## src/rtl/ultrasonic_pkg.sv

```systemverilog
// ultrasonic_pkg
// Shared types and default timing constants for the ultrasonic obstacle
// monitor: distance class type, monitor FSM state encoding, and the
// saturating run-counter type used by the filter and the timeout tracker.
package ultrasonic_pkg;

    typedef logic [2:0] obst_t;
    localparam obst_t OBST_NONE = 3'd0;

    typedef enum logic [1:0] {
        IDLE,
        TRIGGER,
        WAIT_VALID,
        HOLDOFF
    } mon_state_t;

    // 100 MHz defaults: 60 ms period, 30 ms timeout
    localparam int DEF_PERIOD_CYCLES  = 6_000_000;
    localparam int DEF_TIMEOUT_CYCLES = 3_000_000;
    localparam int DEF_CONFIRM_N      = 3;
    localparam int DEF_STOP_LEVEL     = 4;

    // Run counters (filter confirmation, consecutive timeouts) are 4 bits
    typedef logic [3:0] run_t;
    localparam run_t RUN_MAX = 4'd15;

endpackage

```

## src/rtl/obst_filter.sv

```systemverilog
// obst_filter
// Fast-attack / slow-release filter on the obstacle distance class.
// A reading above the current level is taken at once; a lower reading must
// repeat CONFIRM_N times in a row before the level drops to it.
// Ports:
//   clk, reset     clock, synchronous active-low reset
//   sample_en      one-cycle strobe: sample holds an accepted reading
//   sample         distance class reading
//   level          filtered distance class (registered)
module obst_filter
    import ultrasonic_pkg::*;
#(
    parameter int CONFIRM_N = DEF_CONFIRM_N
) (
    input  logic  clk,
    input  logic  reset,
    input  logic  sample_en,
    input  obst_t sample,
    output obst_t level
);

    localparam run_t CONFIRM = run_t'(CONFIRM_N);

    obst_t level_q, level_d;
    obst_t cand_q, cand_d;
    run_t  run_q, run_d;
    run_t  run_nxt;

    always_comb begin
        level_d = level_q;
        cand_d  = cand_q;
        run_d   = run_q;
        run_nxt = '0;
        if (sample_en) begin
            if (sample > level_q) begin
                level_d = sample;
                run_d   = '0;
            end else if (sample == level_q) begin
                run_d = '0;
            end else begin
                // A different lower value restarts the confirmation run
                run_nxt = (sample == cand_q) ? run_q + 4'd1 : 4'd1;
                cand_d  = sample;
                if (run_nxt >= CONFIRM) begin
                    level_d = sample;
                    run_d   = '0;
                end else begin
                    run_d = run_nxt;
                end
            end
        end
    end

    always_ff @(posedge clk) begin
        if (!reset) begin
            level_q <= OBST_NONE;
            cand_q  <= OBST_NONE;
            run_q   <= '0;
        end else begin
            level_q <= level_d;
            cand_q  <= cand_d;
            run_q   <= run_d;
        end
    end

    assign level = level_q;

endmodule

```

## src/rtl/obstacle_monitor.sv

```systemverilog
// obstacle_monitor
// Schedules periodic ultrasonic measurements, filters the returned distance
// class and raises a fail-safe stop after repeated missing measurements.
// Ports:
//   clk, reset         clock, synchronous active-low reset
//   enable             run periodic measurements
//   ultrasonic_valid   measurement complete (only honoured in WAIT_VALID)
//   obst               distance class, 0 = none, 7 = closest
//   start_ultrasonic   one-cycle measurement request
//   obstacle_level     filtered distance class
//   obstacle_stop      level >= STOP_LEVEL, or fail-safe
//   fail_safe          CONFIRM_N consecutive timeouts
//   sample_timeout     one-cycle pulse on a timed-out measurement
// All outputs are registered.
module obstacle_monitor
    import ultrasonic_pkg::*;
#(
    parameter int PERIOD_CYCLES  = DEF_PERIOD_CYCLES,
    parameter int TIMEOUT_CYCLES = DEF_TIMEOUT_CYCLES,
    parameter int CONFIRM_N      = DEF_CONFIRM_N,
    parameter int STOP_LEVEL     = DEF_STOP_LEVEL
) (
    input  logic       clk,
    input  logic       reset,
    input  logic       enable,
    input  logic       ultrasonic_valid,
    input  logic [2:0] obst,
    output logic       start_ultrasonic,
    output logic [2:0] obstacle_level,
    output logic       obstacle_stop,
    output logic       fail_safe,
    output logic       sample_timeout
);

    localparam int            CW      = (PERIOD_CYCLES > 2) ? $clog2(PERIOD_CYCLES) : 1;
    localparam logic [CW-1:0] P_LAST  = CW'(PERIOD_CYCLES - 1);
    localparam logic [CW-1:0] T_LAST  = CW'(TIMEOUT_CYCLES - 1);
    localparam logic [3:0]    STOP_L  = 4'(STOP_LEVEL);
    localparam run_t          CONFIRM = run_t'(CONFIRM_N);

    mon_state_t    state_q, state_d;
    logic [CW-1:0] pcnt_q, pcnt_d;   // cycles since the start pulse
    logic [CW-1:0] tcnt_q, tcnt_d;   // cycles waited for valid
    run_t          trun_q, trun_d;   // consecutive timeouts, saturating
    logic          accept;
    logic          tout_d;
    logic          fs_now;
    obst_t         filt_level;

    logic          start_q, tout_q, stop_q, fs_q;
    obst_t         lvl_q;

    always_comb begin
        state_d = state_q;
        accept  = 1'b0;
        tout_d  = 1'b0;
        trun_d  = trun_q;
        case (state_q)
            IDLE: begin
                if (enable) state_d = TRIGGER;
            end
            TRIGGER: begin
                state_d = WAIT_VALID;
            end
            WAIT_VALID: begin
                // A valid on the last wait cycle beats the timeout
                if (ultrasonic_valid) begin
                    accept  = 1'b1;
                    trun_d  = '0;
                    state_d = HOLDOFF;
                end else if (tcnt_q == T_LAST) begin
                    tout_d  = 1'b1;
                    if (trun_q != RUN_MAX) trun_d = trun_q + 4'd1;
                    state_d = HOLDOFF;
                end
            end
            HOLDOFF: begin
                if (pcnt_q == P_LAST) state_d = enable ? TRIGGER : IDLE;
            end
            default: state_d = IDLE;
        endcase
    end

    // Both counters read 0 in the TRIGGER cycle, so the next start lands
    // exactly PERIOD_CYCLES later and the timeout pulse TIMEOUT_CYCLES later.
    always_comb begin
        pcnt_d = pcnt_q;
        tcnt_d = tcnt_q;
        if (state_d == TRIGGER) begin
            pcnt_d = '0;
            tcnt_d = '0;
        end else begin
            if (state_q != IDLE && pcnt_q != P_LAST)
                pcnt_d = pcnt_q + 1'b1;
            if ((state_q == TRIGGER || state_q == WAIT_VALID) && tcnt_q != T_LAST)
                tcnt_d = tcnt_q + 1'b1;
        end
    end

    assign fs_now = (trun_q >= CONFIRM);

    obst_filter #(
        .CONFIRM_N (CONFIRM_N)
    ) u_filter (
        .clk       (clk),
        .reset     (reset),
        .sample_en (accept),
        .sample    (obst),
        .level     (filt_level)
    );

    always_ff @(posedge clk) begin
        if (!reset) begin
            state_q <= IDLE;
            pcnt_q  <= '0;
            tcnt_q  <= '0;
            trun_q  <= '0;
            start_q <= 1'b0;
            tout_q  <= 1'b0;
            lvl_q   <= OBST_NONE;
            stop_q  <= 1'b0;
            fs_q    <= 1'b0;
        end else begin
            state_q <= state_d;
            pcnt_q  <= pcnt_d;
            tcnt_q  <= tcnt_d;
            trun_q  <= trun_d;
            start_q <= (state_d == TRIGGER);
            tout_q  <= tout_d;
            lvl_q   <= filt_level;
            stop_q  <= ({1'b0, filt_level} >= STOP_L) || fs_now;
            fs_q    <= fs_now;
        end
    end

    assign start_ultrasonic = start_q;
    assign sample_timeout   = tout_q;
    assign obstacle_level   = lvl_q;
    assign obstacle_stop    = stop_q;
    assign fail_safe        = fs_q;

endmodule

```

## config.mk

```make
export PLATFORM = sky130hd
export DESIGN_NAME = obstacle_monitor
export DESIGN_NICKNAME = d
export VERILOG_FILES = /design/src/rtl/ultrasonic_pkg.sv /design/src/rtl/obst_filter.sv /design/src/rtl/obstacle_monitor.sv
export SDC_FILE = /design/constraint.sdc
export NUM_CORES = 1
export LEC_CHECK = 0
export ABC_AREA = 1
export BUFFER_PORTS_ARGS = -buffer_cell sky130_fd_sc_hd__clkbuf_2
export CAP_MARGIN = 30
export CORE_MARGIN = 1.5
export CORE_UTILIZATION = 50
export DETAILED_ROUTE_END_ITERATION = 8
export PLACE_DENSITY_LB_ADDON = 0.1
export SETUP_SLACK_MARGIN = 0.4
export SLEW_MARGIN = 20
export SYNTH_ARGS = -nofsm -noshare
export SYNTH_HDL_FRONTEND = slang
export SYNTH_HIERARCHICAL = 1
export SYNTH_SLANG_ARGS = --single-unit
export TNS_END_PERCENT = 30
```

## constraint.sdc

```tcl
create_clock -name clk -period 3.5 [get_ports clk]
set_clock_uncertainty 0.2 [all_clocks]
set_input_delay 0.7 -clock clk [delete_from_list [all_inputs] [get_ports clk]]
set_output_delay 0.7 -clock clk [all_outputs]
set_load 0.01 [all_outputs]
```

## After elaboration in Yosys (flattened, before gate mapping)

Cells that the tools add are included.

| storage, ports and cells | value |
|---|---|
| flip-flop bits (word level) | 69 |
| bits of input ports | 7 |
| output and inout bits | 7 |
| word-level logic and storage cells | 69 |

| cells by class | value |
|---|---|
| add/subtract/negate cells | 4 |
| magnitude comparators | 4 |
| eq/ne operators | 12 |
| mux-type cells | 19 |
| bitwise operators | 4 |
| reductions and logical operators | 14 |

Operators with widths:

| operator | number |
|---|---|
| adder 23 x 1 -> 23 bit, second input constant | 2 |
| two-way mux 4 bit | 7 |
| == test 23 x 22 -> 1 bit, second input constant | 1 |
| == test 23 bit, second input constant | 1 |
| != test 23 x 22 -> 1 bit, second input constant | 1 |
| != test 23 bit, second input constant | 1 |
| two-way mux 3 bit | 3 |
| AND reduction 3 bit | 3 |
| adder 4 x 1 -> 4 bit, second input constant | 2 |
| >= comparator 4 x 2 -> 1 bit, second input constant | 2 |
| two-way mux 2 bit | 4 |
| case mux 2 bit (4 select lines) | 1 |
| nonzero test 2 bit | 4 |
| == test 3 bit | 2 |
| == test 2 x 1 -> 1 bit, second input constant | 2 |
| == test 2 bit, second input constant | 2 |
| two-way mux 1 bit | 4 |
| != test 4 bit, second input constant | 1 |
| NOT 1 bit | 4 |
| >= comparator 3 bit, second input constant | 1 |
| > comparator 3 bit | 1 |
| OR reduction 3 bit | 1 |
| logical AND 1 bit | 2 |
| zero test 2 bit | 1 |
| 3 further kinds | 4 |

## Logic depth before layout (Yosys ltp)

Gate-level depths: netlist of run 1.

| logic depth | value |
|---|---|
| word-level depth | 6 |
| gate-level depth with buffers | 13 |
| mapped depth without buffers | 12 |

## Modules after synthesis

Netlist of run 1, hierarchy kept.

By module, submodules not included:

| module | instances | cells an instance | area an instance (um2) | seq. area each (um2) |
|---|---|---|---|---|
| obstacle_monitor | 1 | 548 | 3522.1 | 1181.1 |
| obst_filter | 1 | 84 | 596.8 | 200.2 |

## Worst setup path after synthesis of run 1

Ideal clock, no wire load.

| timing path | value |
|---|---|
| path type | flip-flop to flip-flop |
| start point | reg pcnt_q[0] |
| end point | reg pcnt_q[21] |
| setup time | 0.116 ns |
| arrival | 1.700 ns |
| required time | 3.184 ns |
| path slack | 1.485 ns |
| cell stages (with the launch flop) | 14 |
| path buffers | 1 |
| clock period less this slack | 2.015 ns |
| cell sequence | dfxtp_1 > ha_1 > nand2_1 > nor2_2 > nand3_1 > nor2_2 > nand2_2 > nand2_1 > nand2_1 > o21ai_2 > nand3_2 > nand2_4 > buf_6 > nor2_1 |

| on the way | value |
|---|---|
| cells in the longest elaborated chain, start to end | 5 |

Ends and longest elaborated chain:

| what | line | text |
|---|---|---|
| from (decl) | obstacle_monitor.sv:42 | `logic [CW-1:0] pcnt_q, pcnt_d;` |
| from (signal assigned) | obstacle_monitor.sv:125 | `pcnt_q <= pcnt_d;` |
| == test 23 bit | obstacle_monitor.sv:78 | `if (pcnt_q == P_LAST) state_d = enable ? TRIGGER : IDLE;` |
| two-way mux 2 bit | obstacle_monitor.sv:78 |  |
| case mux 2 bit (4 select lines) | obstacle_monitor.sv:58 | `case (state_q)` |
| == test 2 x 1 -> 1 bit | obstacle_monitor.sv:89 | `if (state_d == TRIGGER) begin` |
| OR reduction 2 bit (no line) | - |  |

Several ways; a longest one is shown, not always the timed one.
A chain may end at the register's enable or synchronous reset.

## Final worst setup path of run 1

| timing path | value |
|---|---|
| start point | reg pcnt_q[0] |
| end point | reg tcnt_q[10] |

| on the way | value |
|---|---|
| cells in the longest elaborated chain, start to end | 5 |

Ends and longest elaborated chain:

| what | line | text |
|---|---|---|
| == test 23 bit | obstacle_monitor.sv:78 |  |
| two-way mux 2 bit | obstacle_monitor.sv:78 |  |
| case mux 2 bit (4 select lines) | obstacle_monitor.sv:58 |  |
| == test 2 x 1 -> 1 bit | obstacle_monitor.sv:89 |  |
| OR reduction 2 bit (no line) | - |  |
| to (signal assigned) | obstacle_monitor.sv:126 | `tcnt_q <= tcnt_d;` |
| to (decl) | obstacle_monitor.sv:43 | `logic [CW-1:0] tcnt_q, tcnt_d;` |

No other way between the ends.

==> reports/metrics.csv, run 1 <==
stage,metric,value,unit
synthesis,Post-Syn Nets,649,
synthesis,yosys warns,6,
synthesis,post-synthesis xor/xnor area fraction,0.0872,
grt,largest net degree at the start of global routing,47,
synthesis,Yosys reg bits,69,
floorplanning,Die Area,8790,um^2
layout,Fillers,793,
floorplanning,Die W,93.8,um
route,1st-iter DRT viols,183,
grt,GRT overflow,0,
setup_path,"CP delay by family, top",simple AND/OR/NAND/NOR gates,
timing,final hold vios,0,
placement,worst slack at placement,918,ps
cts,deepest clock path buffer count,2,
grt,vias in the first global route,3578,
grt,global-route wire length before repair,15.5,mm
placement,gp weighted congestion,0.909,
timing,endpoints failing setup,0,
pwr,Switching Fraction,0.333,
floorplanning,Initial Utilization,0.525,
layout,combined area of the multi-input logic cells,2270,um^2
timing,achievable frequency,0.390,GHz
pwr,Cell Int Power,1.37,mW
timing,fin crit period,2570,ps
timing,setup ws final,934,ps
grt,met2 Usage GRT,0.366,
run_status,outcome,completed,
setup_path,CP max stage cell,dfxtp_1,
grt,met3 usage,0.0316,
layout,"Cell Count, Final, Fillers Out",752,
setup_path,Setup CP Type,reg2reg,
setup_path,reg2reg end,tcnt_q[10],
synthesis,mean area per synthesized cell,6.52,um^2
pwr,P per Cell Area,463,nW/um^2
setup_path,crit path buf inv count,0,
synthesis,cells after synthesis,632,
setup_path,crit path DAT,2580,ps
synthesis,Yosys top cell by area,dfxtp_1,
layout,layout cells sized above 1,0.0862,
route,DRT Pass-1 Iters,4,
layout,Nets,662,
cts,clk slew on worst S/H paths,80,ps
pwr,"Power, Total",2.06,mW
pwr,Gate power share,0.224,
floorplanning,Rows,32,
pwr,clock network fraction of total power,0.360,
setup_path,largest stage delay on the critical path,480,ps
synthesis,combinational family with the most area after synthesis,simple AND/OR/NAND/NOR gates,
synthesis,Synth Cell Area,4120,um^2
timing,Slew @ Worst Pin,503,ps
route,vias,3721,
synthesis,Post-synth EDFFs,0,
synthesis,Adder-Cell Fraction of Synth Area,0.0304,
floorplanning,Die Ht,93.8,um
synthesis,post-synth top area share,0.335,
layout,Util after Layout,0.567,
timing,Min Hold Slack,260,ps
floorplanning,num ports,14,
synthesis,simple-gate area share of the yosys netlist,0.373,
cts,Post-CTS Resized,0,
cts,CTS tree,done,
setup_path,critical path required time,3510,ps
grt,"Most Used Layer, Global Route",met2,
layout,Area Growth Syn to Fin,8.05,%
pwr,Net Sw Power,0.686,mW
synthesis,ys flop type,dfxtp_1,
pwr,leakage,1.77,nW
cts,CTS buffer count,9,
setup_path,RR Startpoint,pcnt_q[0],
setup_path,Crit. End Element,flop,
setup_path,R2R setup slack,930,ps
cts,htree depth,3,
layout,antenna cells,0,
setup_path,Critical Path End,tcnt_q[10],
route,Total Routed Length,8.69,mm
route,mean number of vias per cell,4.95,
cts,Clock Sinks,69,
synthesis,dominant cells by area after synthesis,"dfxtp_1, nand2_1, nor2_1",
setup_path,CP startpoint,pcnt_q[0],
grt,initial antenna violation count,0,
worst_hold_path,Hold Path Class,reg2reg,
floorplanning,Core Footprint,7850,um^2
cts,# hold bufs at CTS,0,
synthesis,Yosys cell types,32,
route,drt drc,0,
run,# Max-Cap Violations,0,
pwr,maximum VDD drop,0.398,mV
timing,Final TNS setup,0,ps
synthesis,mux contribution to synthesized area,0.00486,
setup_path,crit-path cells,ha_1 -> nand2_1 -> nor2_2 -> nand3_1 -> nor2_2 -> nand2_2 -> nand2_1 -> nand3_1 -> nand2_2 -> nand3_2 -> nand2_4 -> nor2_1,
synthesis,commonest cells in the netlist,"nand2_1, nor2_1, inv_1, dfxtp_1, xor2_1",
route,post-route ant nets,0,
timing,count of final max-slew check failures,0,
setup_path,CP max FO,46,
setup_path,WP depth,12,
pwr,register share of total power,0.415,
placement,DP HPWL,6.28,mm
placement,placed instance count,736,
grt,All-Layer GR Usage,0.219,
cts,Post-CTS Repair Setup Buffers,0,
setup_path,Worst Reg-to-Reg Cells,12,
placement,Port Buf Inserts,13,
setup_path,Startpoint Class,flop,
timing,"Period Utilization, post-route",0.733,
cts,Root Buffer,clkbuf_8,
grt,met1 Usage GRT,0.278,
synthesis,register area share after synthesis,0.335,
layout,Seq. cell area,1380,um^2
synthesis,post-synthesis compound-gate area fraction,0.0559,
timing,Worst slew margin,0.662,
layout,fin area,4450,um^2
placement,placed cell areas,4230,um^2
synthesis,Post-synth ARST share,0,
synthesis,most common cell in the netlist,nand2_1,
timing,RSZ-0062 raised after global routing,no,
worst_hold_path,WHS Path Cells,2,
cts,worst skew pair latency,350,ps
route,drt wl/cell,11.5,um
[final cells by class]
cell class	instances	share of cell area
clock inverters	4	0.0157
flip-flops and latches	69	0.310
clock buffers	12	0.0349
multi-input cells	451	0.510
repair buffers	13	0.0146
well taps	102	0.0287
inverters	101	0.0857
[state kept, by name, indices dropped and copies added (netlist names)]
name	count
pcnt_q	23
tcnt_q	23
trun_q	4
u_filter/run_q	4
obstacle_level	3
u_filter/cand_q	3
u_filter/level	3
state_q	2
fail_safe	1
obstacle_stop	1
sample_timeout	1
start_ultrasonic	1
[how the worst min path moves through the flow]
stage / start / to / slack (ps)
after global placement: u_filter/run_q[3] / u_filter/run_q[3] / 250
after detailed placement: u_filter/level[0] / obstacle_level[0] / 250
final: u_filter/level[1] / obstacle_level[1] / 260
after global routing: u_filter/level[1] / obstacle_level[1] / 300
after floorplan: u_filter/level[1] / obstacle_level[1] / 230
after CTS: u_filter/level[0] / obstacle_level[0] / 270
[kinds of logic after synthesis]
kind of cell               Yosys count
DFF                                 69
and+or+nand+nor                    354
muxes                                2
xor gates and xnor gates            41
buffers and inverters              112
AOI/OAI and AO/OA                   44
adders and majority gates           10
[cell usage in the layout, fill, tap and decap left out, types with 2 or more instances in the layout]
cell and instances:
a21oi_1 23, bufinv_16 2, clkbuf_2 13, clkbuf_8 11, clkinv_2 2, dfxtp_1 69
ha_1 10, inv_1 93, inv_2 7, mux2i_1 2, nand2_1 142, nand2_2 3
nand2_4 6, nand3_1 31, nand3_2 2, nand4_1 16, nor2_1 126, nor2_2 4
nor2_4 2, nor3_1 18, o21ai_0 10, o21ai_1 7, xnor2_1 5, xor2_1 36
[routing by layer]
metal,vias to the layer above,share of wire,wire (um)
li1,1972,-,-
met1,1661,0.48,4150
met2,70,0.46,4020
met3,18,0.036,310
met4,0,0.024,210
met5,-,0,0
[tightest hold or removal path, cell delays in order (launching register included)]
cell,delay [ps]
dfxtp_1,330
nand2_1,60
inv_1,30
[power by group through the flow]
stage / logic [mW] / clock network [mW] / registers, mW
6_report: 0.463 / 0.743 / 0.855
5_1_grt: 0.534 / 0.792 / 0.860
4_1_cts: 0.469 / 0.762 / 0.855
3_5_place_dp: 0.466 / 0 / 0.874
3_3_place_gp: 0.462 / 0 / 0.873
2_1_floorplan: 0.418 / 0 / 0.869
Note: power is estimated with default switching activity, not from simulation.
==> run 2: changes to the inputs <==
==> constraint.sdc (replaced) <==
create_clock -name clk -period 2.1 [get_ports clk]
set_clock_uncertainty 0.2 [all_clocks]
set_input_delay 0.42 -clock clk [delete_from_list [all_inputs] [get_ports clk]]
set_output_delay 0.42 -clock clk [all_outputs]
set_load 0.01 [all_outputs]
==> reports/metrics.csv, run 2 (synthesis results as in run 1) <==
stage,metric,value,unit,change
grt,largest net degree at the start of global routing,29,,-38%
layout,Nets,695,,+5.0%
setup_path,critical path required time,2150,ps,-1360 ps
setup_path,Crit. End Element,flop,,
setup_path,Setup CP Type,reg2reg,,
layout,fin area,5000,um^2,+12%
setup_path,crit-path cells,ha_4 -> nand2_4 -> nor2_4 -> nand3_2 -> nor2_4 -> nand2_4 -> nand2_2 -> nand3_2 -> nand2_2 -> nand3_4 -> nand2_8 -> clkbuf_16 -> nor2_1,,
timing,"Period Utilization, post-route",0.987,,+0.254
grt,global-route wire length before repair,16.2,mm,+4.6%
layout,antenna cells,0,,unchanged
setup_path,CP max stage cell,dfxtp_2,,
cts,deepest clock path buffer count,2,,unchanged
pwr,maximum VDD drop,0.378,mV,-5.0%
route,vias,3901,,+4.8%
placement,Port Buf Inserts,13,,unchanged
timing,count of final max-slew check failures,0,,unchanged
grt,initial antenna violation count,0,,unchanged
layout,Area Growth Syn to Fin,21.5,%,
grt,GRT overflow,0,,unchanged
timing,final hold vios,0,,unchanged
floorplanning,Die W,93.8,um,unchanged
layout,Seq. cell area,1400,um^2,+1.0%
cts,CTS buffer count,9,,unchanged
timing,fin crit period,2070,ps,-493 ps
placement,placed cell areas,4400,um^2,+4.0%
route,1st-iter DRT viols,195,,+6.6%
timing,achievable frequency,0.482,GHz,+24%
layout,layout cells sized above 1,0.205,,+0.119
route,WL met3,349,um,+13%
pwr,P per Cell Area,789,nW/um^2,+71%
timing,Min Hold Slack,115,ps,-145 ps
layout,"Cell Count, Final, Fillers Out",785,,+4.4%
run,# Max-Cap Violations,0,,unchanged
cts,clk slew on worst S/H paths,80,ps,about the same
cts,htree depth,3,,unchanged
floorplanning,Rows,32,,unchanged
route,M1 WL,4.40,mm,+6.0%
cts,CTS tree,done,,
timing,Worst slew margin,0.757,,+0.0945
route,drt wl/cell,12.7,um,+10%
floorplanning,num ports,14,,unchanged
setup_path,crit path buf inv count,1,,+1
grt,vias in the first global route,3702,,+3.5%
worst_hold_path,Hold Path Class,in2reg,,
cts,worst skew pair latency,350,ps,about the same
setup_path,Worst Reg-to-Reg Cells,13,,+1
route,Total Routed Length,9.98,mm,+15%
floorplanning,Die Area,8790,um^2,unchanged
setup_path,CP max FO,6,,-87%
layout,combined area of the multi-input logic cells,2460,um^2,+8.5%
pwr,leakage,2.02,nW,+14%
route,uppermost layer routed,met4,,
setup_path,"CP delay by family, top",simple AND/OR/NAND/NOR gates,,
cts,Clock Sinks,69,,unchanged
cts,Root Buffer,clkbuf_8,,
timing,endpoints failing setup,0,,unchanged
setup_path,WP depth,13,,+1
layout,"leading cell type in the layout, fill and taps excluded",nand2_1,,
floorplanning,Initial Utilization,0.525,,unchanged
placement,DP HPWL,6.67,mm,+6.3%
setup_path,largest stage delay on the critical path,370,ps,-110 ps
setup_path,Startpoint Class,flop,,
run_status,outcome,completed,,
route,post-route ant nets,0,,unchanged
placement,placed instance count,751,,+2.0%
layout,biggest regs,"pcnt_q (23), tcnt_q (23)",,
timing,RSZ-0062 raised after global routing,yes,,
grt,All-Layer GR Usage,0.233,,+0.0133
floorplanning,Die Ht,93.8,um,unchanged
layout,"commonest non-fill, non-tap cells in the layout","nand2_1, nor2_1, inv_1",,
worst_hold_path,WHS Path Cells,2,,unchanged
timing,Slew @ Worst Pin,362,ps,-141 ps
route,mean number of vias per cell,4.97,,+0.43%
placement,gp weighted congestion,0.932,,+2.5%
layout,Fillers,750,,-5.4%
route,routed wire length on met2,4.90,mm,+22%
route,drt drc,0,,unchanged
route,DRT Pass-1 Iters,6,,+2
setup_path,crit path DAT,2120,ps,-460 ps
floorplanning,Core Footprint,7850,um^2,unchanged
## run 2: changes by cell type in the layout (fill, tap and decap cells not counted), sizes merged
cell | before | now
buf | 0 | 31
clkinvlp | 0 | 1
inv | 101 | 102
## run 2: layout make-up
cell class              instances  area share
multi-input cells             451       0.492
flip-flops and latches         69       0.279
repair buffers                 46      0.0800
inverters                     101      0.0773
clock buffers                  10      0.0275
well taps                     102      0.0255
clock inverters                 6      0.0188
## run 2: metal layers
layer	up-vias	global-route usage
met5	-	0
met4	0	0.132
met3	28	0.0372
met2	97	0.393
met1	1729	0.279
li1	2047	-
## run 2: worst paths after layout
path,startpoint,end,slack [ps]
setup / recovery,pcnt_q[1],pcnt_q[13],30
hold / removal,ultrasonic_valid,sample_timeout,120
setup reg to reg,pcnt_q[1],pcnt_q[13],30
hold reg to reg,u_filter/level[1],obstacle_level[1],260
## run 2: through the flow
| step | utilization | setup TNS (ps) | total power, mW | worst slack [ps] |
|---|---|---|---|---|
| finish | 0.638 | 0 | 3.95 | 27.1 |
| global route | 0.638 | -1770 | 4.17 | -113 |
| CTS | 0.597 | 0 | 3.72 | 57.8 |
| detailed placement | 0.560 | 0 | 2.36 | 24.4 |
| global placement | 0.560 | 0 | 2.35 | 89.5 |
| floorplan | - | 0 | 2.16 | 211 |
## run 2: what timing repair did
item / 4_1_cts / 5_1_grt
hold buffers: 0 / 0
setup endpoints to repair: 60 / 63
gates cloned: 1 / 3
pin swaps: 1 / 20
resized for setup: 4 / 57
setup buffers: 2 / 12
## run 2: worst register-to-register path, stage by stage, from the launching register on
cell,delay (ps)
dfxtp_2,370
ha_4,160
nand2_4,50
nor2_4,140
nand3_2,100
nor2_4,150
nand2_4,80
nand2_2,80
nand3_2,60
nand2_2,90
nand3_4,110
nand2_8,160
clkbuf_16,180
nor2_1,40
## run 2: power by group
group / switching, mW / internal (mW)
Clock: 0.559 / 0.709
Sequential: 0.0544 / 1.38
Combinational: 0.758 / 0.494
